--- config.mk ---
export PLATFORM = sky130hd
export DESIGN_NAME = keypad_scanner
export DESIGN_NICKNAME = d
export VERILOG_FILES = /design/src/rtl/keypad_pkg.sv /design/src/rtl/sync_2ff.sv /design/src/rtl/keypad_scanner.sv
export SDC_FILE = /design/constraint.sdc
export NUM_CORES = 1
export LEC_CHECK = 0
export CAP_MARGIN = 5
export CORE_MARGIN = 4
export CORE_UTILIZATION = 33
export DETAILED_ROUTE_END_ITERATION = 8
export DONT_BUFFER_PORTS = 1
export GPL_TIMING_DRIVEN = 0
export PLACE_DENSITY = 0.59
export RECOVER_POWER = 25
export SLEW_MARGIN = 0
export SYNTH_ARGS = -nofsm -noshare
export SYNTH_HDL_FRONTEND = slang
export SYNTH_HIERARCHICAL = 1
export SYNTH_SLANG_ARGS = --single-unit
--- constraint.sdc ---
create_clock -name clk -period 3.45 [get_ports clk]
set_input_delay 0.5175 -clock clk [delete_from_list [all_inputs] [get_ports clk]]
set_output_delay 0.5175 -clock clk [all_outputs]
set_load 0.05 [all_outputs]
--- src/rtl/keypad_pkg.sv ---
// Shared definitions for the keypad scanner: FSM states, special key codes and
// the key-location / code conversion helpers.
package keypad_pkg;

  typedef enum logic [1:0] {
    StScan,
    StDebounce,
    StPressed,
    StRelease
  } state_e;

  localparam logic [3:0] KEY_STAR = 4'd10;
  localparam logic [3:0] KEY_HASH = 4'd11;

  // Rows 0..2 hold digits 1..9 left to right; row 3 is '*', '0', '#'.
  function automatic logic [3:0] key_map(logic [1:0] r, logic [1:0] c);
    logic [3:0] code;
    if (r == 2'd3) begin
      unique case (c)
        2'd0:    code = KEY_STAR;
        2'd1:    code = 4'd0;
        default: code = KEY_HASH;
      endcase
    end else begin
      code = {2'b00, r} * 4'd3 + {2'b00, c} + 4'd1;
    end
    return code;
  endfunction

  // Digits map to one bit of the 10-bit vector; '*' and '#' map to nothing.
  function automatic logic [9:0] code_onehot(logic [3:0] code);
    logic [9:0] vec;
    vec = '0;
    if (code < 4'd10) vec = 10'd1 << code;
    return vec;
  endfunction

endpackage

--- src/rtl/sync_2ff.sv ---
// Two-flop synchronizer for asynchronous level inputs.
// Ports: clk (clock), rst (synchronous active-low reset), d (async input),
//        q (synchronized output, RESET_VAL after reset).
module sync_2ff #(
  parameter int unsigned     WIDTH     = 1,
  parameter logic [WIDTH-1:0] RESET_VAL = '0
) (
  input  logic             clk,
  input  logic             rst,
  input  logic [WIDTH-1:0] d,
  output logic [WIDTH-1:0] q
);

  logic [WIDTH-1:0] meta_q;

  always_ff @(posedge clk) begin
    if (!rst) begin
      meta_q <= RESET_VAL;
      q      <= RESET_VAL;
    end else begin
      meta_q <= d;
      q      <= meta_q;
    end
  end

endmodule

--- src/rtl/keypad_scanner.sv ---
// 4x3 matrix keypad scanner with press/release debouncing.
// Drives one active-low column per SCAN_DIV-cycle slot, samples the
// synchronized rows at the last cycle of each slot and presents a held,
// glitch-free key level plus a one-cycle key_valid pulse per accepted press.
// Ports: clk, rst (synchronous active-low), row (async active-low rows),
//        col (active-low column drive), keypad (one-hot digit), key_star,
//        key_hash, key_code (last accepted key), key_valid (accept pulse).
// Optional auto-repeat: define KEYPAD_REPEAT_EN (adds REPEAT_DELAY and
// REPEAT_PERIOD; REPEAT_DELAY must be >= REPEAT_PERIOD >= 2).
module keypad_scanner
  import keypad_pkg::*;
#(
  parameter int unsigned SCAN_DIV     = 4,
  parameter int unsigned DEBOUNCE_CNT = 8
`ifdef KEYPAD_REPEAT_EN
  ,
  parameter int unsigned REPEAT_DELAY  = 500,
  parameter int unsigned REPEAT_PERIOD = 200
`endif
) (
  input  logic       clk,
  input  logic       rst,
  input  logic [3:0] row,
  output logic [2:0] col,
  output logic [9:0] keypad,
  output logic       key_star,
  output logic       key_hash,
  output logic [3:0] key_code,
  output logic       key_valid
);

  localparam int unsigned        SlotW  = $clog2(SCAN_DIV);
  localparam logic [SlotW-1:0]   SlotLast = SlotW'(SCAN_DIV - 1);
  localparam logic [7:0]         DebCnt = 8'(DEBOUNCE_CNT);

  logic [3:0]       row_s;
  logic [SlotW-1:0] slot_q;
  state_e           state_q;
  logic [7:0]       cnt_q;
  logic [7:0]       cnt_inc;
  logic [1:0]       cap_row_q;
  logic [1:0]       low_idx;
  logic [1:0]       col_idx;
  logic             sample;
  logic             single_low;
  logic             all_high;
  logic [3:0]       new_code;

  sync_2ff #(
    .WIDTH    (4),
    .RESET_VAL(4'hF)
  ) u_row_sync (
    .clk(clk),
    .rst(rst),
    .d  (row),
    .q  (row_s)
  );

  assign sample     = (slot_q == SlotLast);
  assign single_low = ($countones(~row_s) == 1);
  assign all_high   = &row_s;
  assign cnt_inc    = (cnt_q == 8'hFF) ? cnt_q : cnt_q + 8'd1;
  assign new_code   = key_map(low_idx, col_idx);

  always_comb begin
    low_idx = 2'd0;
    for (int i = 3; i >= 0; i--) begin
      if (!row_s[i]) low_idx = 2'(i);
    end
  end

  always_comb begin
    if (!col[0])      col_idx = 2'd0;
    else if (!col[1]) col_idx = 2'd1;
    else              col_idx = 2'd2;
  end

`ifdef KEYPAD_REPEAT_EN
  localparam logic [15:0] RptDelay  = 16'(REPEAT_DELAY);
  localparam logic [15:0] RptPeriod = 16'(REPEAT_PERIOD);
  logic [15:0] rpt_cnt_q;
  logic        gap_q;
`endif

  always_ff @(posedge clk) begin
    if (!rst) begin
      slot_q    <= '0;
      state_q   <= StScan;
      cnt_q     <= '0;
      cap_row_q <= '0;
      col       <= 3'b110;
      keypad    <= '0;
      key_star  <= 1'b0;
      key_hash  <= 1'b0;
      key_code  <= '0;
      key_valid <= 1'b0;
`ifdef KEYPAD_REPEAT_EN
      rpt_cnt_q <= '0;
      gap_q     <= 1'b0;
`endif
    end else begin
      key_valid <= 1'b0;
      slot_q    <= (slot_q == SlotLast) ? '0 : slot_q + 1'b1;

`ifdef KEYPAD_REPEAT_EN
      // Repeat counter only runs while PRESSED; a gap drops the active output
      // for one cycle, and its re-rise is reported as a new press.
      if (state_q == StPressed) begin
        if (gap_q) begin
          gap_q     <= 1'b0;
          keypad    <= code_onehot(key_code);
          key_star  <= (key_code == KEY_STAR);
          key_hash  <= (key_code == KEY_HASH);
          key_valid <= 1'b1;
        end
        if (rpt_cnt_q == RptDelay - 16'd1) begin
          gap_q     <= 1'b1;
          keypad    <= '0;
          key_star  <= 1'b0;
          key_hash  <= 1'b0;
          rpt_cnt_q <= RptDelay - RptPeriod;
        end else begin
          rpt_cnt_q <= rpt_cnt_q + 16'd1;
        end
      end else begin
        // A gap that straddles entry to RELEASE must not leave the key low.
        if (gap_q && state_q == StRelease) begin
          keypad   <= code_onehot(key_code);
          key_star <= (key_code == KEY_STAR);
          key_hash <= (key_code == KEY_HASH);
        end
        rpt_cnt_q <= '0;
        gap_q     <= 1'b0;
      end
`endif

      if (sample) begin
        unique case (state_q)
          StScan: begin
            if (single_low) begin
              cap_row_q <= low_idx;
              if (DebCnt <= 8'd1) begin
                state_q   <= StPressed;
                cnt_q     <= '0;
                key_code  <= new_code;
                keypad    <= code_onehot(new_code);
                key_star  <= (new_code == KEY_STAR);
                key_hash  <= (new_code == KEY_HASH);
                key_valid <= 1'b1;
              end else begin
                state_q <= StDebounce;
                cnt_q   <= 8'd1;
              end
            end else begin
              col <= {col[1:0], col[2]};
            end
          end
          StDebounce: begin
            if (single_low && low_idx == cap_row_q) begin
              if (cnt_inc >= DebCnt) begin
                state_q   <= StPressed;
                cnt_q     <= '0;
                key_code  <= new_code;
                keypad    <= code_onehot(new_code);
                key_star  <= (new_code == KEY_STAR);
                key_hash  <= (new_code == KEY_HASH);
                key_valid <= 1'b1;
              end else begin
                cnt_q <= cnt_inc;
              end
            end else begin
              state_q <= StScan;
              cnt_q   <= '0;
              col     <= {col[1:0], col[2]};
            end
          end
          StPressed: begin
            // Rollover patterns are ignored; only all-high starts a release.
            if (all_high) begin
              if (DebCnt <= 8'd1) begin
                state_q  <= StScan;
                cnt_q    <= '0;
                keypad   <= '0;
                key_star <= 1'b0;
                key_hash <= 1'b0;
                col      <= {col[1:0], col[2]};
              end else begin
                state_q <= StRelease;
                cnt_q   <= 8'd1;
              end
            end
          end
          StRelease: begin
            if (all_high) begin
              if (cnt_inc >= DebCnt) begin
                state_q  <= StScan;
                cnt_q    <= '0;
                keypad   <= '0;
                key_star <= 1'b0;
                key_hash <= 1'b0;
                col      <= {col[1:0], col[2]};
              end else begin
                cnt_q <= cnt_inc;
              end
            end else begin
              state_q <= StPressed;
              cnt_q   <= '0;
            end
          end
          default: state_q <= StScan;
        endcase
      end
    end
  end

endmodule
==> impl_metrics.py <==
metrics = {
    "outcome": {
        "outcome": "completed",
    },
    "synth": {
        "async_flop_share_pct": 0,
        "yosys_warnings": 6,
        "syn_avg_cell_area_sq_um": 9.284,
        "synth_nets": 249,
        "synth_top_area_share_pct": 39.21,
        "synth-seq-cells": 42,
        "ys.flop_type": "dfxtp_1",
        "syn_area_sq_um": 2145,
        "ys_top_cells_by_area": "dfxtp_1, mux2i_1, nand2_1",
        "synth_edf_count": 0,
        "synth.most_common_cell": "dfxtp_1",
        "synthDistinctLibCells": 52,
        "yosys-top-cells-count": "dfxtp_1, nand2_1, mux2i_1, nand2b_1",
        "synth_cells": 231,
        "synth_seq_area_share_pct": 39.21,
        "synth_area_leader_cell": "dfxtp_1",
    },
    "flow_run": {
        "drv_cap": 0,
    },
    "drt": {
        "wl_mm": 4.213,
        "routedWlPerCell_um": 13.33,
        "antenna_left": 0,
        "drt_iter0_markers": 56,
        "viasPerCell": 5.000,
        "route.vias.total": 1580,
        "drt_first_pass_iters": 4,
        "drc": 0,
    },
    "clock_tree": {
        "cts.clk_slew.worst_paths_ns": 0.08,
        "clock-sinks": 42,
        "hold_buffers": 0,
        "cts-root-buf": "clkbuf_8",
        "numCtsBuffers": 5,
        "tritoncts": "yes",
        "clk_path_buf_depth": 2,
        "insertion_delay_ns": 0.29,
        "htree_levels": 2,
        "postCtsSetupBuffers": 0,
    },
    "grt": {
        "grt_use_total_pct": 11.85,
        "grt_max_degree": 13,
        "grt_pass1_wl_mm": 7.113,
        "grt_pass1_vias": 1381,
        "antenna_found_initial": 0,
        "grt_overflow": 0,
    },
    "placed_design": {
        "hpwl_mm": 3.148,
        "gp_congestion": 0.8131,
        "port_buffers": 0,
        "dp_slack_ns": 0.1885,
    },
    "finish": {
        "antenna_cells": 0,
        "final_nets": 256,
        "drive_gt1_share_pct": 10.04,
        "areaGrowthSynthToFinish_pct": 9.626,
    },
    "min_path": {
        "hp-class": "input pin to flop",
    },
    "setup_path": {
        "crit_fanout": 6,
        "max_stage_delay_ns": 0.72,
        "crit_slowest_cell": "dfxtp_1",
        "setup.worst_path.start_class": "flop",
        "crit_buf_inv": 0,
        "crit_arrival_ns": 3.28,
        "cp_top_family": "simple AND/OR/NAND/NOR gates",
        "crit_chain": "and2_1, fa_1, ha_1, a21oi_1, nor2b_1, o31a_1, nor3b_1, nand2_1, mux2i_1",
        "worstSetupPathType": "flop to flop",
        "end_kind": "flop",
        "worstPathRequired_ns": 3.67,
    },
    "power_and_ir_drop": {
        "p_leak_uw": 0.0009106,
        "ir_drop_mv": 0.1752,
        "p_per_area_nw_per_um2": 419.5,
    },
    "sta": {
        "slew_headroom_pct": 58.03,
        "tightestPinTransition_ns": 0.6286,
        "setup_tns_ns": 0,
        "setup_violations": 0,
        "hold_viol": 0,
        "setup_slack_ns": 0.3838,
        "slew_violations": 0,
        "fin_skew_ns": 0.006897,
        "rsz0062_at_grt": "no",
        "fmax_mhz": 326.1,
        "timing.final.crit_period_ns": 3.066,
        "timing.final.crit_share_pct": 88.87,
    },
    "floorplan": {
        "die_w_um": 88.62,
        "ios": 26,
        "initial_core_util_pct": 33.97,
        "core-area_sq_um": 6314,
        "row_count": 29,
        "die_y_um": 88.62,
        "die-area_sq_um": 7853,
    },
}
## cells in the final DEF, fill, tap and decap left out, types with 7 or more instances in the layout
| cell | count |
|---|---|
| nand3_1 | 7 |
| dfxtp_1 | 42 |
| inv_1 | 8 |
| clkbuf_8 | 8 |
| nand2_1 | 38 |
| nor2_1 | 8 |
| clkbuf_1 | 9 |
| nor2b_1 | 9 |
| mux2i_1 | 19 |
| a21oi_1 | 7 |
| nand2b_1 | 10 |
| and3_1 | 8 |
| ha_1 | 9 |
## power breakdown
group          internal, uW  switching, uW
registers               494           12.9
logic                  42.2           70.8
clock network           202            164
## flip-flops by register name, indices dropped and copies added (netlist names)
name and cells:
key_code 4, cap_row_q 2, u_row_sync/meta_q 4, keypad 10
state_q 2, key_star 1, key_valid 1, col 3
slot_q 2, u_row_sync/q 4, key_hash 1, cnt_q 8
## metrics by stage
step | cells | utilization (%) | power (uW) | hold slack, ns | cell area (sq um)
after CTS | 316 | 37.24 | 1001 | 0.2910 | 2351
after global placement | 308 | 35.49 | 630.3 | 0.3900 | 2241
after global routing | 316 | 37.24 | 1043 | 0.2743 | 2351
after detailed placement | 308 | 35.49 | 631.2 | 0.3909 | 2241
after floorplan | 231 | - | 605.0 | 0.3863 | 2145
final | 316 | 37.24 | 986.4 | 0.2992 | 2351
## repair_timing
action	4_1_cts	5_1_grt
endpoints found under the setup margin	0	4
gates resized for setup	0	1
endpoints found under the hold margin	0	0
## kinds of logic after synthesis
group	after synthesis	synth area share, %
simple gates	104	26.61
mux	19	8.868
buf+inv	19	4.142
fa+ha+maj	12	8.052
flops	42	39.21
compound gates	33	12.31
xor+xnor	2	0.8170
## layout make-up
type                    count  area [sq um]
fillers                   661          3963
multi-input cells         170          1215
flip-flops and latches     42         840.8
clock buffers               8         110.1
well taps                  77         96.34
plain buffers              11         58.81
inverters                   8         30.03
## layer usage
metal	track usage (%)	wire length, um
met1	17.45	2150
met2	16.04	1780
met3	3.818	252
met4	4.121	30
met5	0	0
## final timing paths
| check | depth (start not counted) | slack [ns] | startpoint | endpoint |
|---|---|---|---|---|
| max | 9 | 0.38 | col[0] | keypad[3] |
| min | 1 | 0.30 | rst | u_row_sync/q[1] |
| max reg2reg | 9 | 0.38 | col[0] | keypad[3] |
| min reg2reg | 1 | 0.41 | u_row_sync/meta_q[1] | u_row_sync/q[1] |
Note: power is estimated with default switching activity, not from simulation.
